`src/rtl/tcu_cmd_arbiter.sv`:
```
// Round-robin arbiter that hands the TCU command port to one requester for a
// burst of back-to-back commands, driving the TCU side from an output register.
module tcu_cmd_arbiter #(
    parameter int NUM_REQ   = 4,
    parameter int MAX_BURST = 8,
    parameter int CNT_W     = $clog2(MAX_BURST + 1),
    parameter int ID_W      = (NUM_REQ > 1) ? $clog2(NUM_REQ) : 1
) (
    input  logic                      clk,
    input  logic                      rst,
    input  logic [NUM_REQ-1:0]        req_valid,
    input  logic [NUM_REQ-1:0]        req_last,
    input  logic [NUM_REQ-1:0][3:0]   req_block_id,
    input  logic [NUM_REQ-1:0][9:0]   req_tid,
    input  logic [NUM_REQ-1:0]        req_write_enable,
    input  logic [NUM_REQ-1:0][63:0]  req_write_data,
    input  logic [NUM_REQ-1:0][7:0]   req_write_mask,
    input  logic [NUM_REQ-1:0][63:0]  req_address,
    input  logic [NUM_REQ-1:0][1:0]   req_size,
    input  logic [NUM_REQ-1:0][6:0]   req_ld_dest_reg,
    output logic [NUM_REQ-1:0]        req_ready,
    output logic                      incmd_valid,
    output logic [3:0]                incmd_block_id,
    output logic [9:0]                incmd_tid,
    output logic                      incmd_write_enable,
    output logic [63:0]               incmd_write_data,
    output logic [7:0]                incmd_write_mask,
    output logic [63:0]               incmd_address,
    output logic [1:0]                incmd_size,
    output logic [6:0]                incmd_ld_dest_reg,
    input  logic                      incmd_ready,
    output logic                      grant_valid,
    output logic [ID_W-1:0]           grant_id
);

    typedef enum logic {
        ST_IDLE   = 1'b0,
        ST_LOCKED = 1'b1
    } state_t;

    state_t           r_state;
    logic [ID_W-1:0]  r_rr_ptr;
    logic [ID_W-1:0]  r_owner;
    logic [CNT_W-1:0] r_count;

    state_t           w_state_nxt;
    logic [ID_W-1:0]  w_rr_nxt;
    logic [ID_W-1:0]  w_owner_nxt;
    logic [CNT_W-1:0] w_count_nxt;
    logic [CNT_W-1:0] w_count_inc;
    logic [ID_W-1:0]  w_winner;
    logic [ID_W:0]    w_idx;
    logic             w_found;
    logic             w_slot_free;
    logic             w_accept;

    assign w_count_inc = r_count + CNT_W'(1);
    assign w_slot_free = !incmd_valid || incmd_ready;

    // First valid requester scanning upward from the round-robin pointer.
    // NOTE: every always_comb output gets a default first so no latch is inferred.
    always_comb begin
        w_found  = 1'b0;
        w_winner = '0;
        w_idx    = '0;
        for (int i = 0; i < NUM_REQ; i++) begin
            w_idx = {1'b0, r_rr_ptr} + (ID_W + 1)'(i);
            if (w_idx >= (ID_W + 1)'(NUM_REQ)) begin
                w_idx = w_idx - (ID_W + 1)'(NUM_REQ);
            end
            if (!w_found && req_valid[w_idx[ID_W-1:0]]) begin
                w_found  = 1'b1;
                w_winner = w_idx[ID_W-1:0];
            end
        end
    end

    always_comb begin
        w_state_nxt = r_state;
        w_rr_nxt    = r_rr_ptr;
        w_owner_nxt = r_owner;
        w_count_nxt = r_count;
        w_accept    = 1'b0;
        req_ready   = '0;
        case (r_state)
            ST_IDLE: begin
                if (w_found) begin
                    w_state_nxt = ST_LOCKED;
                    w_owner_nxt = w_winner;
                    w_count_nxt = '0;
                end
            end
            ST_LOCKED: begin
                req_ready[r_owner] = w_slot_free;
                w_accept           = req_valid[r_owner] && w_slot_free;
                if (w_accept) begin
                    if (req_last[r_owner] || (w_count_inc == CNT_W'(MAX_BURST))) begin
                        w_state_nxt = ST_IDLE;
                        w_count_nxt = '0;
                        w_rr_nxt    = (r_owner == ID_W'(NUM_REQ - 1)) ? '0 : r_owner + ID_W'(1);
                    end else begin
                        w_count_nxt = w_count_inc;
                    end
                end
            end
            default: w_state_nxt = ST_IDLE;
        endcase
    end

    // NOTE: sequential state uses non-blocking assignments only.
    always_ff @(posedge clk or posedge rst) begin
        if (rst) begin
            r_state  <= ST_IDLE;
            r_rr_ptr <= '0;
            r_owner  <= '0;
            r_count  <= '0;
        end else begin
            r_state  <= w_state_nxt;
            r_rr_ptr <= w_rr_nxt;
            r_owner  <= w_owner_nxt;
            r_count  <= w_count_nxt;
        end
    end

    // NOTE: the output data fields are reset as well so the TCU never sees stale X data.
    always_ff @(posedge clk or posedge rst) begin
        if (rst) begin
            incmd_valid        <= 1'b0;
            incmd_block_id     <= '0;
            incmd_tid          <= '0;
            incmd_write_enable <= 1'b0;
            incmd_write_data   <= '0;
            incmd_write_mask   <= '0;
            incmd_address      <= '0;
            incmd_size         <= '0;
            incmd_ld_dest_reg  <= '0;
        end else if (w_accept) begin
            incmd_valid        <= 1'b1;
            incmd_block_id     <= req_block_id[r_owner];
            incmd_tid          <= req_tid[r_owner];
            incmd_write_enable <= req_write_enable[r_owner];
            incmd_write_data   <= req_write_data[r_owner];
            incmd_write_mask   <= req_write_mask[r_owner];
            incmd_address      <= req_address[r_owner];
            incmd_size         <= req_size[r_owner];
            incmd_ld_dest_reg  <= req_ld_dest_reg[r_owner];
        end else if (incmd_ready) begin
            incmd_valid <= 1'b0;
        end
    end

    assign grant_valid = (r_state == ST_LOCKED);
    assign grant_id    = grant_valid ? r_owner : '0;

endmodule

```
`config.mk`:
```
export PLATFORM = sky130hd
export DESIGN_NAME = tcu_cmd_arbiter
export DESIGN_NICKNAME = d
export VERILOG_FILES = /design/src/rtl/tcu_cmd_arbiter.sv
export SDC_FILE = /design/constraint.sdc
export NUM_CORES = 1
export LEC_CHECK = 0
export BUFFER_PORTS_ARGS = -buffer_cell sky130_fd_sc_hd__buf_4
export CAP_MARGIN = 20
export CELL_PAD_IN_SITES_DETAIL_PLACEMENT = 1
export CELL_PAD_IN_SITES_GLOBAL_PLACEMENT = 1
export CORE_AREA = 3 3 318 320
export DETAILED_ROUTE_END_ITERATION = 10
export DIE_AREA = 0 0 321 323
export PLACE_DENSITY = 0.36
export SYNTH_ARGS = -nofsm -noshare
export SYNTH_HDL_FRONTEND = slang
export SYNTH_SLANG_ARGS = --single-unit
```
`constraint.sdc`:
```
create_clock -name clk -period 5.45 [get_ports clk]
set_clock_uncertainty 0.1 [all_clocks]
set_input_delay 0.8175 -clock clk [delete_from_list [all_inputs] [get_ports clk]]
set_output_delay 0.8175 -clock clk [all_outputs]
set_load 0.05 [all_outputs]
```
Word-level counts from Yosys, hierarchy flattened:

Cells that the tools add are included.

* bits in registers: 170
* output and inout bits: 168

* add/subtract/negate cells: 9
* $lt $le $gt $ge: 10
* equality and inequality tests: 4
* mux-type cells: 56
* bitwise logic cells: 2
* reductions and logical operators: 15

Operators with widths (number)
* $bmux W64 S2: 2
* $mux W64: 2
* $mux W2: 11
* $bmux W10 S2: 1
* $mux W4: 5
* $mux W1: 18
* $bmux W8 S2: 1
* $lt A2 B3 Y1 const B: 5
* $bmux W1 S2: 7
* $bmux W7 S2: 1
* $mux W10: 1
* $ge A3 B3 Y1 const B: 3
* $bmux W4 S2: 1
* $mux W8: 1
* $pmux W4 S2: 1
* $sub A2 B1 Y2 const B: 4
* $mux W7: 1
* $add A2 B2 Y3 const B: 2
* $logic_and A1 B1 Y1: 5
* $add A4 B1 Y4 const B: 1
* $and A4 B4 Y4: 1
* $bmux W2 S2: 1
* $eq A4 B4 Y1 const B: 1
* $logic_not A1 Y1: 4
* 14 further kinds: 16

Depth between registers and ports, before layout:

Gate-level depths: netlist of the first run.

* depth after elaboration: 16
* depth in mapped cells: 8

Least setup slack after synthesis of the first run:

No wires, ideal clock.

* path kind: register to output
* start point: reg r_owner[1]
* end point: out grant_id[1]
* arrival time: 1961 ps
* setup slack: 2571 ps
* cell stages (with the launch flop): 6
* path through: dfrtp_1 buf_2 clkbuf_1 clkbuf_1 inv_1 nor2_1

* cells in the longest elaborated chain, start to end: 1

Ends and longest elaborated chain
* start, declared: RTL line 43 `logic [ID_W-1:0] r_owner;`
* start signal, assigned: RTL line 120 `r_owner <= w_owner_nxt;`
* $mux W2: RTL line 153 `assign grant_id = grant_valid ? r_owner : '0;`
* end, declared: RTL line 33 `output logic [ID_W-1:0] grant_id`

No other way between the ends.

Worst setup path in the final report of the first run:

* start point: reg r_owner[1]
* end point: out req_ready[0]

* cells in the longest elaborated chain, start to end: 6

Ends and longest elaborated chain
* $lt A2 B3 Y1 (not written as such) / $ge A2 B1 Y1 (equally long branches): RTL line 94 `req_ready[r_owner] = w_slot_free;`
* $logic_and A1 B1 Y1 (not written as such): RTL line 94
* $mux W1 (not written as such): RTL line 94
* $demux W1 S2 (*): RTL line 94
* $and A4 B4 Y4 (no source line) (*)
* $mux W4 (*): RTL line 85 `case (r_state)`
* end, declared: RTL line 21 `output logic [NUM_REQ-1:0] req_ready,`

Mark *: on every way between the ends. The rest lies on a longest branch, timed or not.

==> impl_metrics.py, run 1 <==
metrics = {
    "worst_setup_path": {
        "cp.arrival_ns": 2.29,
        "cp-start-kind": "flop",
        "crit_family": "flip-flops",
        "cp_data_required_time_ns": 4.53,
        "slowest_stage": "dfrtp_4",
        "slowest_delay_ns": 0.86,
        "cp_cell_sequence": "inv_1 > ha_1 > and3_1 > buf_4",
        "endpoint_kind": "output pin",
        "crit_fanout": 37,
        "crit_buf_inv": 2,
        "critPathKind": "reg -> out",
    },
    "grt": {
        "grt_pass1_wl_um": 88500,
        "grt_pass1_vias": 11100,
        "antenna_found_initial": 29,
        "grt_max_degree": 69,
        "overflow": 0,
        "track_usage": 0.124,
    },
    "floorplanning": {
        "core_sq_um": 98400,
        "die_w_um": 321,
        "dieArea_sq_um": 104000,
        "initial_core_util": 0.108,
        "rows": 115,
        "pin_count": 819,
        "die_h_um": 323,
    },
    "status": {
        "outcome": "finished, final reports clean",
    },
    "clock_network": {
        "cts_setup_buffers": 0,
        "clkSlewWorstSetupHoldPaths_ns": 0.08,
        "cts_tree": "built",
        "root_buffer": "clkbuf_16",
        "clk-insertion-delay-late_ns": 0.50,
        "cts.path.max_buffers": 2,
        "clkSinkCount": 170,
        "cts_buffers": 17,
        "htreeDepth": 4,
        "cts.repair.resized": 0,
        "cts_hold_buf": 0,
    },
    "timing": {
        "tightest_slew_ns": 1.00,
        "rsz0062_at_grt": "false",
        "hold_ws_ns": 0.299,
        "finalHoldViolations": 0,
        "finalCriticalPeriod_ns": 3.21,
        "setup_violations": 0,
        "setup_tns_ns": 0,
        "slew_viol_final": 0,
        "finalCritPeriodShare": 0.588,
        "max_freq_ghz": 0.312,
        "slew_headroom": 0.333,
    },
    "synthesis": {
        "synth_area_sq_um": 10700,
        "ys_ff_latch": 170,
        "synth_top_cell_by_area": "dfrtp_1",
        "synth.top_cells.by_count": "dfrtp_1 (170), mux4_2 (162), mux2_2 (92)",
        "yosysMostFrequentCell": "dfrtp_1",
        "yosys_most_used_dff": "dfrtp_1",
        "synth.net_count": 1268,
        "synthArstFlopShare": 1.00,
        "netlist.area_leader.share": 0.399,
        "synth-edff-count": 0,
        "yosysWarnings": 0,
        "synth_seq_area_share": 0.399,
        "syn_area_per_cell_sq_um": 17.5,
        "yosys.cell_types.count": 31,
        "postSynthCellCount": 611,
        "synth_area_leaders": "dfrtp_1 (40%), mux4_2 (34%), mux2_2 (9.7%)",
    },
    "pwr": {
        "leakage_nw": 8.33,
        "ir_worst_vdd_mv": 0.417,
        "power_density_nw_per_um2": 611,
    },
    "min_path": {
        "holdCritPathClass": "in -> async",
    },
    "layout": {
        "top_regs": "incmd_address x64, incmd_write_data x64, incmd_tid x10",
        "fin_util": 0.192,
        "drive_gt1_frac": 0.838,
        "fin_nets": 2065,
        "stdcell_area_sq_um": 18900,
        "syn_to_final_growth_pct": 76.9,
    },
    "run": {
        "drv_cap": 0,
    },
    "detailed_routing": {
        "route.detailed.wl_per_inst_um": 24.5,
        "ant_nets": 0,
        "firstDrtPassIters": 4,
        "routed_wl_um": 66600,
        "viasPerCell": 3.51,
        "vias": 9538,
        "drc": 0,
        "drt_iter0_markers": 260,
    },
    "placed_design": {
        "gp_congestion": 0.786,
        "dp_hpwl_um": 56000,
        "io_buffers": 818,
        "placed_area_sq_um": 18300,
    },
}
-- kinds of logic (layout without fill, tap and decap cells) --
| family | count (synthesis) | in the layout | synth area share |
|---|---|---|---|
| multiplexers | 325 | 325 | 0.538 |
| buffers and inverters | 62 | 872 | 0.0309 |
| other | 0 | 10 | 0 |
| AO/OA/AOI/OAI | 19 | 19 | 0.0116 |
| AND/OR/NAND/NOR | 29 | 29 | 0.0134 |
| adder cells (fa/ha/maj) | 6 | 6 | 0.00704 |
| flip-flops | 170 | 170 | 0.399 |
-- worst reg2reg max path, stage by stage (launching register included) --
cell	delay (ns)
dfrtp_4	0.86
mux4_2	0.40
and3_4	0.21
buf_4	0.62
o31ai_2	0.26
mux2_1	0.36
-- cell usage in the layout (no fill, tap or decap), types with 6 or more instances in the layout --
| cell type | instances |
|---|---|
| buf_4 | 830 |
| clkbuf_16 | 17 |
| dfrtp_1 | 168 |
| diode_2 | 10 |
| ha_1 | 6 |
| inv_1 | 7 |
| mux2_2 | 92 |
| mux2_4 | 69 |
| mux4_2 | 162 |
| nand2_1 | 10 |
-- stage by stage --
step | cells | setup WS (ns) | total power, mW
after global routing | 2713 | 2.07 | 12.2
after global placement | 2676 | 2.39 | 10.4
final | 2718 | 2.24 | 11.5
after CTS | 2708 | 2.09 | 11.8
after floorplan | 611 | 2.36 | 7.88
after detailed placement | 2676 | 2.39 | 10.4
-- metal layers --
layer / track usage / share of wire
met5: 0 / 0.00068
met1: 0.131 / 0.36
met4: 0.0344 / 0.013
met3: 0.0530 / 0.089
met2: 0.225 / 0.53
-- report_power, final --
part / leakage, nW / internal (mW) / switching [mW] / total (mW)
Combinational: 6.06 / 3.39 / 4.35 / 7.73
Sequential: 2.00 / 1.94 / 0.538 / 2.48
Clock: 0.275 / 0.697 / 0.627 / 1.32
Total: 8.33 / 6.02 / 5.51 / 11.5
-- worst paths after layout --
check	startpoint	end	slack [ns]	cells after the start
min in group clk	incmd_write_data[58]	incmd_write_data[58]	0.40	2
max in group asynchronous	rst	incmd_address[2]	3.80	3
worst min-delay path	rst	incmd_address[46]	0.30	2
worst max register to register	r_owner[0]	r_rr_ptr[1]	2.52	5
worst min register to register	incmd_write_data[58]	incmd_write_data[58]	0.40	2
worst max-delay path	r_owner[1]	req_ready[0]	2.24	4
-- final cells by class --
cell class	instances	area, sq um
fillers	11200	79500
repair buffers	832	6270
multi-input cells	379	6090
flip-flops and latches	170	4260
well taps	1287	1610
clock buffers	21	460
clock inverters	11	123
inverters	8	33.8
diodes	10	25.0
(Power assumes the default switching activity.)
==> run 2, diff against run 1 <==
--- a/config.mk
+++ b/config.mk
@@ -9,10 +9,10 @@
 export CAP_MARGIN = 20
 export CELL_PAD_IN_SITES_DETAIL_PLACEMENT = 1
 export CELL_PAD_IN_SITES_GLOBAL_PLACEMENT = 1
-export CORE_AREA = 3 3 318 320
+export CORE_AREA = 3 3 320 322
 export DETAILED_ROUTE_END_ITERATION = 10
-export DIE_AREA = 0 0 321 323
-export PLACE_DENSITY = 0.36
+export DIE_AREA = 0 0 323 325
+export PLACE_DENSITY = 0.34
 export SYNTH_ARGS = -nofsm -noshare
 export SYNTH_HDL_FRONTEND = slang
 export SYNTH_SLANG_ARGS = --single-unit
==> constraint.sdc (replaced) <==
create_clock -name clk -period 3.2 [get_ports clk]
set_clock_uncertainty 0.1 [all_clocks]
set_input_delay 0.48 -clock clk [delete_from_list [all_inputs] [get_ports clk]]
set_output_delay 0.48 -clock clk [all_outputs]
set_load 0.05 [all_outputs]
==> run 2 against run 1 <==
Sequential cell count is the same. Worst setup slack lost 1.6 ns. Critical endpoint unchanged. Highest routed layer unchanged. Register-to-register slack lost 1.8 ns. Wire length shrank 6.2%. Core utilization shrank 0.079 points. Die area grew 1.2%.
==> impl_metrics.py, run 2 (same netlist as run 1, synthesis figures left out) <==
metrics = {
    "grt": {
        "grt_pass1_wl_um": 85600,
        "track_usage": 0.116,
        "antenna_found_initial": 18,
        "overflow": 0,
        "grt_pass1_vias": 11100,
        "grt_max_degree": 77,
    },
    "placed_design": {
        "gp_congestion": 0.776,
        "placed_area_sq_um": 18500,
        "io_buffers": 818,
        "place_inst": 2699,
        "dp_hpwl_um": 52400,
        "pre_cts_ws_ns": 0.683,
    },
    "layout": {
        "fin_util": 0.191,
        "mostFrequentLayoutCells": "buf_4 (834), dfrtp_1 (168), mux4_2 (162), mux2_2 (92), mux2_4 (69)",
        "drive_gt1_frac": 0.839,
        "stdcell_area_sq_um": 19100,
        "fin_nets": 2078,
        "syn_to_final_growth_pct": 78.8,
        "final_common_cell": "buf_4",
        "final_cells": 2739,
        "top_regs": "incmd_address x64, incmd_write_data x64, incmd_tid x10",
    },
    "timing": {
        "finalHoldViolations": 0,
        "max_freq_ghz": 0.392,
        "rsz0062_at_grt": "false",
        "layout_setup_ws_ns": 0.646,
        "slew_viol_final": 0,
        "finalCriticalPeriod_ns": 2.55,
        "finalCritPeriodShare": 0.798,
        "tightest_slew_ns": 0.880,
        "slew_headroom": 0.413,
        "setup_violations": 0,
        "setup_tns_ns": 0,
    },
    "clock_network": {
        "cts_buffers": 17,
        "root_buffer": "clkbuf_16",
        "cts_tree": "built",
        "clkSinkCount": 170,
        "cts_setup_buffers": 0,
        "cts.path.max_buffers": 2,
        "htreeDepth": 4,
        "clkSlewWorstSetupHoldPaths_ns": 0.08,
        "clk-insertion-delay-late_ns": 0.48,
    },
    "floorplanning": {
        "die_h_um": 325,
        "pin_count": 819,
        "rows": 116,
        "dieArea_sq_um": 105000,
        "initial_core_util": 0.107,
        "die_w_um": 323,
        "core_sq_um": 99900,
    },
    "worst_setup_path": {
        "critPathKind": "reg -> out",
        "cp_cell_sequence": "inv_1 > ha_1 > and3_1 > buf_4",
        "crit_family": "flip-flops",
        "cp.arrival_ns": 1.97,
        "slowest_delay_ns": 0.66,
        "endpoint_kind": "output pin",
        "cp_data_required_time_ns": 2.62,
        "crit_fanout": 20,
        "slowest_stage": "dfrtp_4",
        "cp-start-kind": "flop",
        "crit_buf_inv": 2,
    },
    "detailed_routing": {
        "routed_wl_um": 62400,
        "vias": 9443,
        "viasPerCell": 3.45,
        "drt_iter0_markers": 248,
        "ant_nets": 0,
        "drc": 0,
        "route.detailed.wl_per_inst_um": 22.8,
        "firstDrtPassIters": 4,
    },
    "pwr": {
        "leakage_nw": 8.43,
        "ir_worst_vdd_mv": 0.793,
        "power_density_nw_per_um2": 1040,
    },
    "status": {
        "outcome": "finished, final reports clean",
    },
    "run": {
        "drv_cap": 0,
    },
    "min_path": {
        "holdCritPathClass": "in -> reg",
    },
}
==> run 2: changes by cell type in the layout (fill, tap and decap cells not counted), sizes merged <==
cell	previous run	this run
clkbuf	21	19
inv	7	11
dlygate4sd3	0	1
clkinvlp	5	2
clkinv	5	7
bufinv	2	1
diode	10	7
buf	832	844
==> run 2: per-stage QoR <==
| step | total power [mW] | hold WS [ns] |
|---|---|---|
| after detailed placement | 18.0 | 0.395 |
| after global routing | 21.0 | 0.238 |
| after CTS | 20.4 | 0.178 |
| after global placement | 17.9 | 0.394 |
| final | 19.8 | 0.241 |
| after floorplan | 13.4 | 0.390 |
==> run 2: tightest hold or removal path: cells and delay by family <==
kind / cells / cell delay, ns
simple gates: 2 / 0.14
buf+inv: 1 / 0.10
compound gates: 1 / 0.06
==> run 2: layer usage <==
| metal | track usage | share of wire |
|---|---|---|
| met1 | 0.114 | 0.34 |
| met2 | 0.223 | 0.55 |
| met3 | 0.0521 | 0.10 |
| met4 | 0.0200 | 0.010 |
| met5 | 0 | 0.0011 |
==> run 2: final timing paths <==
| check | start | endpoint | slack, ns | cells past startpoint |
|---|---|---|---|---|
| hold / removal | req_valid[3] | r_count[2] | 0.24 | 4 |
| max in group asynchronous | rst | incmd_address[37] | 1.59 | 5 |
| setup / recovery | r_owner[1] | req_ready[0] | 0.65 | 4 |
| setup reg to reg | r_owner[0] | incmd_write_data[51] | 0.75 | 4 |
| min in group asynchronous | rst | incmd_address[54] | 0.51 | 3 |
| hold reg to reg | incmd_address[63] | incmd_address[63] | 0.41 | 1 |
==> run 2: where the power goes <==
part | internal [mW] | switching (mW) | total (mW)
logic | 5.93 | 7.58 | 13.5
clock network | 1.10 | 1.10 | 2.20
registers | 3.31 | 0.770 | 4.08
total | 10.3 | 9.45 | 19.8
==> run 2: what timing repair did <==
| action | 4_1_cts | 5_1_grt |
|---|---|---|
| hold buffers | 1 | 0 |
| gates resized for setup | 0 | 0 |
| endpoints found under the hold margin | 9 | 0 |
| endpoints found under the setup margin | 0 | 0 |
==> run 2: layout make-up <==
| cell class | instances | area (sq um) |
|---|---|---|
| inverter | 8 | 33.8 |
| sequential | 170 | 4260 |
| clock inverter | 13 | 140 |
| clock buffer | 19 | 433 |
| tap | 1298 | 1620 |
| multi-input combinational | 379 | 6090 |
| antenna | 7 | 17.5 |
| fill | 11300 | 80800 |
| timing repair buffer | 845 | 6470 |
==> run 3, diff against run 2 <==
==> constraint.sdc (replaced) <==
create_clock -name clk -period 2.67 [get_ports clk]
set_clock_uncertainty 0.1 [all_clocks]
set_input_delay 0.4005 -clock clk [delete_from_list [all_inputs] [get_ports clk]]
set_output_delay 0.4005 -clock clk [all_outputs]
set_load 0.05 [all_outputs]
==> run 3 against run 2 <==
Sequential cell count is the same. Core utilization is 0.10 points higher. First-iteration DRC count is 8.5% lower. Sequential power grew 18%. Sequential share of layout area decreased by 0.12 points. Via count is 0.70% higher. Combinational power is 22% higher. Clock power increased by 21%. Worst hold slack lost 0.025 ns. Critical path depth rose by 1. Cell area rose by 0.53%. Largest cell class unchanged. Total power rose by 21%.
==> impl_metrics.py, run 3 (same netlist as run 1, synthesis figures left out) <==
metrics = {
    "status": {
        "outcome": "finished, final reports clean",
    },
    "run": {
        "drv_cap": 0,
    },
    "layout": {
        "fin_nets": 2082,
        "final_common_cell": "buf_4",
        "syn_to_final_growth_pct": 79.7,
        "top_regs": "incmd_address x64, incmd_write_data x64, incmd_tid x10",
        "mostFrequentLayoutCells": "buf_4 (833), dfrtp_1 (168), mux4_2 (162), mux2_2 (92), mux2_4 (69)",
        "fill_cells": 11300,
        "drive_gt1_frac": 0.839,
    },
    "pwr": {
        "ir_worst_vdd_mv": 0.387,
        "power.total_mw": 24.0,
        "leakage_nw": 8.47,
        "power_frac_comb": 0.687,
        "p_sw_frac": 0.472,
        "pwr-share-seq": 0.202,
        "internal-power_mw": 12.6,
        "pwr-share-clk": 0.111,
        "power_density_nw_per_um2": 1250,
        "p_sw_mw": 11.3,
    },
    "timing": {
        "setup_violations": 0,
        "finalCriticalPeriod_ns": 2.49,
        "slew_headroom": 0.563,
        "tightest_slew_ns": 0.656,
        "setup_tns_ns": 0,
        "rsz0062_at_grt": "false",
        "finalHoldViolations": 0,
        "max_freq_ghz": 0.401,
        "finalCritPeriodShare": 0.933,
        "slew_viol_final": 0,
    },
    "detailed_routing": {
        "routed_wl_um": 62300,
        "vias": 9509,
        "drc": 0,
        "viasPerCell": 3.47,
        "firstDrtPassIters": 4,
        "ant_nets": 0,
        "route.detailed.wl_per_inst_um": 22.7,
        "drt_iter0_markers": 227,
    },
    "grt": {
        "track_usage": 0.115,
        "overflow": 0,
        "grt_max_degree": 89,
        "grt_pass1_vias": 11100,
        "antenna_found_initial": 17,
        "grt_pass1_wl_um": 85000,
    },
    "floorplanning": {
        "dieArea_sq_um": 105000,
        "pin_count": 819,
        "die_w_um": 323,
        "rows": 116,
        "die_h_um": 325,
        "core_sq_um": 99900,
        "initial_core_util": 0.107,
    },
    "worst_setup_path": {
        "cp-start-kind": "flop",
        "critPathKind": "reg -> out",
        "crit_fanout": 16,
        "cp_data_required_time_ns": 2.17,
        "cp.arrival_ns": 1.99,
        "endpoint_kind": "output pin",
    },
    "clock_network": {
        "clkSinkCount": 170,
        "htreeDepth": 4,
        "clkSlewWorstSetupHoldPaths_ns": 0.08,
        "cts_tree": "built",
        "clk-insertion-delay-late_ns": 0.50,
        "cts.path.max_buffers": 2,
        "root_buffer": "clkbuf_16",
        "cts_buffers": 17,
    },
    "placed_design": {
        "dp_hpwl_um": 52500,
        "gp_congestion": 0.737,
        "io_buffers": 818,
    },
    "min_path": {
        "holdCritPathClass": "in -> reg",
    },
}
## run 3: cell count changes in the layout (fill, tap and decap cells not counted), moves of 2 or more
cell	previous run	this run
clkinvlp_4	2	4
buf_12	10	12
clkinv_4	5	2
inv_6	3	1
clkinv_2	1	4
## run 3: repair_timing
action | in CTS | in global routing
buffers inserted | 0 | 0
cloned | 0 | 1
endpoints found under the setup margin | 1 | 3
resized for setup | 1 | 2
hold endpoints to repair | 121 | 0
hold buffers | 1 | 0
## run 3: critical path: stages, from the launching register on
cell and delay, ns:
dfrtp_4 0.46, buf_6 0.24, clkinvlp_4 0.21, ha_1 0.22, and3_1 0.16, buf_4 0.19
## run 3: worst paths after layout
kind / startpoint / endpoint / slack, ns / cells past startpoint
max reg2reg: r_owner[0] / incmd_address[38] / 0.32 / 5
max: r_owner[1] / req_ready[0] / 0.18 / 5
min: req_valid[3] / r_owner[1] / 0.22 / 5
max in group asynchronous: rst / r_owner[0] / 1.33 / 4
min in group asynchronous: rst / incmd_address[44] / 0.53 / 4
min reg2reg: incmd_address[56] / incmd_address[56] / 0.41 / 1
## run 3: cell type report
cell class,count,area [sq um],area share
repair buffers,849,6570,0.343
multi-input cells,379,6090,0.318
flip-flops and latches,170,4260,0.222
well taps,1298,1620,0.0847
clock buffers,21,450,0.0235
clock inverters,11,121,0.00633
inverters,8,37.5,0.00196
diodes,8,20.0,0.00104
## run 3: per-stage QoR
step | cell area (sq um) | instances | hold WS, ns | setup slack [ns] | util
final | 19200 | 2744 | 0.216 | 0.178 | 0.192
after global routing | 19200 | 2740 | 0.184 | 0.0167 | 0.192
after CTS | 19100 | 2735 | 0.112 | 0.00978 | 0.191
after detailed placement | 18500 | 2703 | 0.395 | 0.393 | 0.186
after global placement | 18500 | 2703 | 0.395 | 0.371 | 0.186
after floorplan | 10700 | 611 | 0.390 | 0.000785 | -
## run 3: power by group through the flow
| stage | clock network, mW | registers (mW) | logic [mW] |
|---|---|---|---|
| final | 2.67 | 4.83 | 16.5 |
| after global routing | 2.98 | 5.03 | 17.4 |
| after CTS | 2.92 | 4.85 | 16.8 |
| after detailed placement | 0 | 4.86 | 16.8 |
| after global placement | 0 | 4.86 | 16.7 |
| after floorplan | 0 | 9.12 | 6.97 |
## run 3: per-layer routing
metal  vias up  track usage  part of all wire
li1       4139            -                 -
met1      4840        0.112              0.34
met2       468        0.215              0.54
met3        56       0.0534              0.10
met4         6       0.0350             0.019
met5         -            0           0.00064
